### src/rtl/load_store_unit.sv
`default_nettype none
// ============================================================================
//  Module   : load_store_unit
//  Purpose  : Sub-word access engine between the datapath load/store decode
//             and a word-addressed data memory. Byte/halfword loads are lane
//             extracted and sign/zero extended; byte/halfword stores are done
//             as a read-modify-write of the containing word. Misaligned and
//             illegal-size requests complete with an error and no memory
//             access.
//  Ports    : clock, rst          - clock, synchronous active-high reset
//             req_*               - request (sampled only on the accept edge)
//             busy                - stall: high whenever the FSM is not IDLE
//             resp_valid/err/rdata- registered one-cycle completion
//             mem_*               - word memory port (combinational read,
//                                   write committed on the rising edge)
//  Revision : 1.0 - initial release
// ============================================================================
module load_store_unit #(
    parameter int ADDR_W = 16
) (
    input  logic              clock,
    input  logic              rst,
    input  logic              req_valid,
    input  logic              req_write,
    input  logic [1:0]        req_size,
    input  logic              req_signed,
    input  logic [ADDR_W-1:0] req_addr,
    input  logic [31:0]       req_wdata,
    output logic              busy,
    output logic              resp_valid,
    output logic              resp_err,
    output logic [31:0]       resp_rdata,
    output logic [ADDR_W-1:0] mem_addr,
    output logic [31:0]       mem_writeData,
    input  logic [31:0]       mem_readData,
    output logic              mem_memWrite,
    output logic              mem_memRead
);

    localparam logic [1:0] c_SIZE_BYTE = 2'b00;
    localparam logic [1:0] c_SIZE_HALF = 2'b01;
    localparam logic [1:0] c_SIZE_WORD = 2'b10;
    localparam logic [1:0] c_SIZE_ILL  = 2'b11;

    typedef enum logic [2:0] {
        S_IDLE    = 3'd0,
        S_LOAD    = 3'd1,
        S_STORE_W = 3'd2,
        S_RMW_RD  = 3'd3,
        S_RMW_WR  = 3'd4
    } state_t;

    state_t              r_state;
    state_t              w_next_state;

    // Request fields latched at the accept edge. The access direction is
    // carried by the FSM state itself, so it needs no separate register.
    logic [ADDR_W-1:0]   r_addr;
    logic [1:0]          r_size;
    logic                r_signed;
    logic [31:0]         r_wdata;
    logic [31:0]         r_merged;

    logic                r_resp_valid;
    logic                r_resp_err;
    logic [31:0]         r_resp_rdata;

    logic                w_bad_req;
    logic [7:0]          w_byte;
    logic [15:0]         w_half;
    logic [31:0]         w_load_data;
    logic [31:0]         w_merged;
    logic                w_rd;
    logic                w_wr;
    logic [31:0]         w_wdata;

    // Alignment / legality check on the live request (used only in IDLE)
    always_comb begin
        w_bad_req = 1'b0;
        if (req_size == c_SIZE_ILL) begin
            w_bad_req = 1'b1;
        end else if (req_size == c_SIZE_HALF && req_addr[0]) begin
            w_bad_req = 1'b1;
        end else if (req_size == c_SIZE_WORD && req_addr[1:0] != 2'b00) begin
            w_bad_req = 1'b1;
        end
    end

    // Little-endian lane extraction for loads
    always_comb begin
        case (r_addr[1:0])
            2'd0:    w_byte = mem_readData[7:0];
            2'd1:    w_byte = mem_readData[15:8];
            2'd2:    w_byte = mem_readData[23:16];
            default: w_byte = mem_readData[31:24];
        endcase
        w_half = r_addr[1] ? mem_readData[31:16] : mem_readData[15:0];
        case (r_size)
            c_SIZE_BYTE: w_load_data = {{24{r_signed & w_byte[7]}}, w_byte};
            c_SIZE_HALF: w_load_data = {{16{r_signed & w_half[15]}}, w_half};
            default:     w_load_data = mem_readData;
        endcase
    end

    // Read-modify-write merge: replace only the addressed lane
    always_comb begin
        w_merged = mem_readData;
        if (r_size == c_SIZE_BYTE) begin
            case (r_addr[1:0])
                2'd0:    w_merged[7:0]   = r_wdata[7:0];
                2'd1:    w_merged[15:8]  = r_wdata[7:0];
                2'd2:    w_merged[23:16] = r_wdata[7:0];
                default: w_merged[31:24] = r_wdata[7:0];
            endcase
        end else if (r_addr[1]) begin
            w_merged[31:16] = r_wdata[15:0];
        end else begin
            w_merged[15:0] = r_wdata[15:0];
        end
    end

    // Next-state and memory-strobe decode
    always_comb begin
        w_next_state = r_state;
        w_rd         = 1'b0;
        w_wr         = 1'b0;
        w_wdata      = 32'd0;
        case (r_state)
            S_IDLE: begin
                if (req_valid && !w_bad_req) begin
                    if (!req_write) begin
                        w_next_state = S_LOAD;
                    end else if (req_size == c_SIZE_WORD) begin
                        w_next_state = S_STORE_W;
                    end else begin
                        w_next_state = S_RMW_RD;
                    end
                end
            end
            S_LOAD: begin
                w_rd         = 1'b1;
                w_next_state = S_IDLE;
            end
            S_STORE_W: begin
                w_wr         = 1'b1;
                w_wdata      = r_wdata;
                w_next_state = S_IDLE;
            end
            S_RMW_RD: begin
                w_rd         = 1'b1;
                w_next_state = S_RMW_WR;
            end
            S_RMW_WR: begin
                w_wr         = 1'b1;
                w_wdata      = r_merged;
                w_next_state = S_IDLE;
            end
            default: begin
                w_next_state = S_IDLE;
            end
        endcase
    end

    always_ff @(posedge clock) begin
        if (rst) begin
            r_state      <= S_IDLE;
            r_addr       <= '0;
            r_size       <= 2'b00;
            r_signed     <= 1'b0;
            r_wdata      <= 32'd0;
            r_merged     <= 32'd0;
            r_resp_valid <= 1'b0;
            r_resp_err   <= 1'b0;
            r_resp_rdata <= 32'd0;
        end else begin
            r_state      <= w_next_state;
            r_resp_valid <= 1'b0;
            r_resp_err   <= 1'b0;
            case (r_state)
                S_IDLE: begin
                    if (req_valid) begin
                        r_addr   <= req_addr;
                        r_size   <= req_size;
                        r_signed <= req_signed;
                        r_wdata  <= req_wdata;
                        if (w_bad_req) begin
                            r_resp_valid <= 1'b1;
                            r_resp_err   <= 1'b1;
                        end
                    end
                end
                S_LOAD: begin
                    r_resp_valid <= 1'b1;
                    r_resp_rdata <= w_load_data;
                end
                S_STORE_W: begin
                    r_resp_valid <= 1'b1;
                end
                S_RMW_RD: begin
                    r_merged <= w_merged;
                end
                S_RMW_WR: begin
                    r_resp_valid <= 1'b1;
                end
                default: begin
                    r_resp_valid <= 1'b0;
                end
            endcase
        end
    end

    assign busy          = (r_state != S_IDLE);
    assign resp_valid    = r_resp_valid;
    assign resp_err      = r_resp_err;
    assign resp_rdata    = r_resp_rdata;
    assign mem_addr      = {r_addr[ADDR_W-1:2], 2'b00};
    assign mem_writeData = w_wdata;
    // Strobes are gated by reset so an interrupted access never touches memory
    assign mem_memWrite  = w_wr & ~rst;
    assign mem_memRead   = w_rd & ~rst;

endmodule
`default_nettype wire
### config.mk
export PLATFORM = sky130hd
export DESIGN_NAME = load_store_unit
export DESIGN_NICKNAME = d
export VERILOG_FILES = /design/src/rtl/load_store_unit.sv
export SDC_FILE = /design/constraint.sdc
export NUM_CORES = 1
export LEC_CHECK = 0
export BUFFER_PORTS_ARGS = -buffer_cell sky130_fd_sc_hd__buf_4
export CELL_PAD_IN_SITES_DETAIL_PLACEMENT = 1
export CELL_PAD_IN_SITES_GLOBAL_PLACEMENT = 2
export CORE_ASPECT_RATIO = 0.6
export CORE_UTILIZATION = 32
export DETAILED_ROUTE_END_ITERATION = 8
export PLACE_DENSITY = 0.89
export RECOVER_POWER = 100
export REMOVE_ABC_BUFFERS = 1
export SLEW_MARGIN = 20
export SYNTH_ARGS = -nofsm -noshare
export SYNTH_HDL_FRONTEND = slang
export SYNTH_SLANG_ARGS = --single-unit
### constraint.sdc
create_clock -name clock -period 4.8 [get_ports clock]
set_input_delay 0.24 -clock clock [delete_from_list [all_inputs] [get_ports clock]]
set_output_delay 0.24 -clock clock [all_outputs]
set_load 0.02 [all_outputs]
# --- Word level (Yosys, flattened, before mapping) ---
# Cells that the tools add are included.
word_totals:
  ff_bits: 120
  in_bits: 87
  output_inout_bits: 85
  wordCells: 64
op_classes:
  eq_ne: 11
  n_mux: 23
  bitwise: 6
  n_reduce_logical: 15
ops:
  columns: ["cell", "count"]
  rows:
  - ["32-bit case mux with 2 select lines", 2]
  - ["16-bit 2-to-1 mux", 3]
  - ["32-bit 2-to-1 mux", 1]
  - ["8-bit 2-to-1 mux", 4]
  - ["8-bit case mux with 3 select lines", 1]
  - ["1-bit 2-to-1 mux", 8]
  - ["2-bit by 1-bit equality test with 1-bit output (second input constant)", 3]
  - ["2-bit equality test (second input constant)", 3]
  - ["3-bit by 2-bit equality test with 1-bit output (second input constant)", 2]
  - ["3-bit case mux with 2 select lines", 1]
  - ["2-bit OR reduction", 3]
  - ["3-bit OR reduction", 2]
  - ["1-bit AND", 4]
  - ["2-bit zero test", 2]
  - ["3-bit by 1-bit equality test with 1-bit output (second input constant)", 1]
  - ["3-bit equality test (second input constant)", 1]
  - ["1-bit logical AND", 3]
  - ["3-bit zero test", 1]
  - ["3-bit 2-to-1 mux", 1]
  - ["3-bit nonzero test", 1]
  - ["2-bit 2-to-1 mux", 1]
  - ["2-bit != test (second input constant)", 1]
  - ["1-bit inverter", 2]
  - ["1-bit case mux with 2 select lines", 1]
  - ["other kinds (3)", 3]

# --- Depth between registers and ports, before layout ---
depth:
  word_depth: 9
  mapped_depth: 7
  mapped_depth_nobuf: 4

# --- Worst setup path before layout ---
# Ideal clock, no wire load.
synth_path:
  kind: "register to output"
  start: "register r_state[1]"
  end: "output mem_memWrite"
  arrival_time_ns: 1.413
  required_time_ns: 4.560
  path_slack_ns: 3.147
  path_stages_with_launch: 6
  n_path_buf: 2
  cell_sequence: "dfxtp_1 -> buf_2 -> nor3b_2 -> clkbuf_1 -> nor2_1 -> nor2_1"
synth_between:
  elab_chain_len: 4
synth_lines:
  columns: ["item", "line_no", "text"]
  rows:
  - ["from (decl)", "53", "state_t r_state;"]
  - ["from (signal assigned)", "176", "r_state <= w_next_state;"]
  - ["3-bit equality test / 3-bit by 2-bit equality test with 1-bit output (equally long branches)", "128", "case (r_state)"]
  - ["2-bit OR reduction (no source line) *", null, null]
  - ["1-bit 2-to-1 mux *", "128", null]
  - ["1-bit AND *", "219", "assign mem_memWrite = w_wr & ~rst;"]
  - ["to (decl)", "36", "output logic mem_memWrite,"]
# Every way passes the cells marked *; elsewhere a longest branch is shown, timed or not.

# --- Worst setup path in the final report ---
layout_path:
  start: "register r_state[1]"
  end: "output mem_writeData[14]"
layout_between:
  elab_chain_len: 2
layout_lines:
  columns: ["item", "line_no", "text"]
  rows:
  - ["3-bit equality test / 3-bit by 2-bit equality test with 1-bit output (equally long branches)", "128", null]
  - ["32-bit case mux with 2 select lines *", "128", null]
  - ["to (decl)", "34", "output logic [31:0] mem_writeData,"]
# Marks and branches as above.

==> results_dict.tcl <==
set metrics [dict create \
    peakVddDrop_v 0.0001966 \
    synth_async_sr_flop_share_pct 0 \
    fin_crit_sh_pct 71.15 \
    setup_viol 0 \
    initial_core_util_pct 33.22 \
    crit_path_end_kind "output port" \
    drc 0 \
    clk_latency_ps 420 \
    areaGrowthSynthToFinish_pct 24.04 \
    core_sq_um 17360 \
    cp_slowest_cell "clkbuf_1" \
    sequential_cell_area_sq_um 2404 \
    wl_um 20600 \
    rrSetupSlack_ps 1450 \
    power.density_nw_per_um2 387.0 \
    nets 899 \
    hold_viol 0 \
    ctsHoldBuffers 0 \
    r2r_cells 4 \
    clkTransAtPathRegs_ps 60 \
    cap_violations 3 \
    cts_setup_buffers 0 \
    htree_levels 4 \
    antenna_found_initial 0 \
    grt_max_degree 68 \
    hp-class "in -> reg" \
    cpMostUsedCell "clkbuf_1" \
    synth_cells 696 \
    slew_viol_final 98 \
    r2r-end "r_merged[21]" \
    ant_nets 0 \
    relSlewSlack_pct -33.44 \
    fin_util_pct 41.20 \
    clock_sinks 120 \
    yosys.cell_types.count 44 \
    num_vias 5712 \
    cts-resized-gates 0 \
    grt_pass1_wl_um 32200 \
    yosysSeqAreaShare_pct 41.66 \
    rsz0062_at_grt "no" \
    gp_congestion 0.8819 \
    ios 172 \
    grt_usage_pct 22.38 \
    violations "max-capacitance violations, max-slew violations" \
    crit_path_max_fanout 33 \
    start_kind "flop" \
    diodes 0 \
    die_h_um 106.0 \
    postSynthAreaPerCell_sq_um 8.286 \
    cts_buffer_depth 2 \
    clock.fmax_ghz 0.2928 \
    crit_cells 4 \
    p_leak_nw 2.625 \
    slowest_delay_ps 1310 \
    syn_area_sq_um 5767 \
    drtIter0Drc 367 \
    grt_overflow_total 0 \
    fp.dieArea_sq_um 18580 \
    critical_path_class "reg -> out" \
    tightest_slew_ps 1997 \
    ys.flop_type "dfxtp_1" \
    port_buffers 169 \
    placementRows 37 \
    min_path_cells 3 \
    skew_ps 6.553 \
    via_per_inst 5.394 \
    drt-pass1-iter-count 5 \
    synth_edf_count 0 \
    status "finished, violations left" \
    power.total_w 0.002769 \
    grt_pass1_vias 5804 \
    dpl.hpwl_um 14840 \
    cts_tree "built" \
    cp.arrival_ps 3180 \
    min-delay-start "req_addr[11]" \
    fillers 2145 \
    die_w_um 175.3 \
    critical_path_buf_inv_count 2 \
    cts_root_buf "clkbuf_16" \
    cts_inserted_buffers 17 \
    ys_ff_latch 120 \
    multi_input_area_sq_um 2824 \
    period_needed_ps 3415 \
    crit_family "buffers and inverters" \
    whs_endpoint "r_addr[11]" \
    wl_per_cell_um 19.46 \
    final.setup.tns_ps 0 \
    rr_startpoint "r_size[0]" \
    required_ps 4560 \
    crit_chain "nor3b_1 -> clkbuf_1 -> a22o_1 -> clkbuf_1" \
    ys_warn_count 0 \
    drive_gt1_share_pct 17.09 \
]
## power by group
part	internal, W	switching, W
clock network	0.000860	0.000480
logic	0.000126	0.000213
registers	0.00104	0.0000474
total	0.00203	0.000740
## layer usage
layer	share of wire [%]	global-route usage (%)	routed length, um
met1	48	30.83	9970
met2	43	34.64	8953
met3	6.6	5.043	1363
met4	1.5	6.832	316
met5	0	0	0
## synth_stat cells, types with 4 or more instances
cell         n  area (sq um)
buf_2       20         100.1
nand2_1    146         548.0
a211oi_1    13         97.59
nor2b_1      6         37.54
buf_4       21         157.7
clkbuf_1    34         127.6
nand2b_1     7         43.79
a2111oi_2    4         60.06
a311oi_1    13         113.9
o31a_1       4         35.03
a22o_1      37         324.1
a211oi_2    18         225.2
a221oi_1    16         140.1
o21ai_0     24         120.1
nor4_1       5         31.28
a21oi_1     57         285.3
mux2i_1     14         140.1
nor3_1      21         105.1
dfxtp_1    120          2402
nor2_1      71         266.5
a22oi_1      9         67.56
## cells by family (layout without fill, tap and decap cells)
group,after synthesis,in the layout,synth area share (%)
AOI/OAI and AO/OA,207,207,27.58
muxes,17,17,3.016
DFF,120,120,41.66
other,1,2,0.06503
and+or+nand+nor,271,271,20.29
buffers and inverters,80,208,7.399
## tightest hold or removal path: cells and delay by family
family | cells | cell delay [ps]
buf+inv | 1 | 110
compound gates | 1 | 50
simple gates | 1 | 50
## worst max-delay path by stage
stage                     startpoint                end  slack (ps)
after floorplan            r_size[1]     resp_rdata[30]        2300
after global placement     r_size[1]     resp_rdata[30]        2320
after detailed placement   r_size[1]     resp_rdata[19]        2200
after CTS                  r_size[1]     resp_rdata[30]        2190
after global routing       r_size[0]       r_merged[21]        1180
final                     r_state[1]  mem_writeData[14]        1380
## per-stage QoR
stage | hold WS, ps | instances | instance area (sq um) | worst slack, ps
global placement | 442.5 | 1027 | 6982 | 2318
global route | 68.10 | 1059 | 7153 | 1178
floorplan | 304.6 | 619 | 5351 | 2304
CTS | 65.32 | 1059 | 7600 | 2188
finish | 73.00 | 1059 | 7153 | 1385
detailed placement | 451.2 | 1027 | 6982 | 2196
## layout by cell type (no fill, tap or decap), types with 3 or more instances in the layout
| cell | netlist | layout |
|---|---|---|
| nand2_1 | 146 | 146 |
| dfxtp_1 | 120 | 119 |
| buf_4 | 21 | 90 |
| clkbuf_1 | 34 | 85 |
| nor2_1 | 71 | 71 |
| a21oi_1 | 57 | 57 |
| a22o_1 | 37 | 37 |
| o21ai_0 | 24 | 25 |
| a211oi_1 | 13 | 24 |
| nor3_1 | 21 | 22 |
| clkbuf_16 | 0 | 17 |
| a221oi_1 | 16 | 16 |
| mux2i_1 | 14 | 14 |
| a311oi_1 | 13 | 13 |
| a22oi_1 | 9 | 9 |
| nand2b_1 | 7 | 8 |
| a211oi_2 | 18 | 7 |
| nor2b_1 | 6 | 6 |
| nor4_1 | 5 | 5 |
| o31a_1 | 4 | 4 |
| a2111oi_0 | 1 | 4 |
| nor3b_1 | 1 | 3 |
| mux2_2 | 3 | 3 |
| a21o_1 | 3 | 3 |
| clkbuf_8 | 0 | 3 |
| bufinv_16 | 0 | 3 |
| clkinv_4 | 0 | 3 |
| clkinvlp_4 | 0 | 3 |
## state kept, by name (all words and copies together) (netlist names)
signal      cells
r_state         3
resp_rdata     32
resp_valid      1
r_merged       32
r_addr         16
resp_err        1
r_signed        1
r_size          2
r_wdata        32
## cell type report
cell class                 instances  share of cell area, %
multi-input combinational        497                  39.48
sequential                       120                  33.60
timing repair buffer             174                  14.08
tap                              234                  4.093
clock buffer                      22                  6.629
clock inverter                    10                  2.012
inverter                           2                 0.1050
No activity file was read; power rests on OpenSTA's default activity.
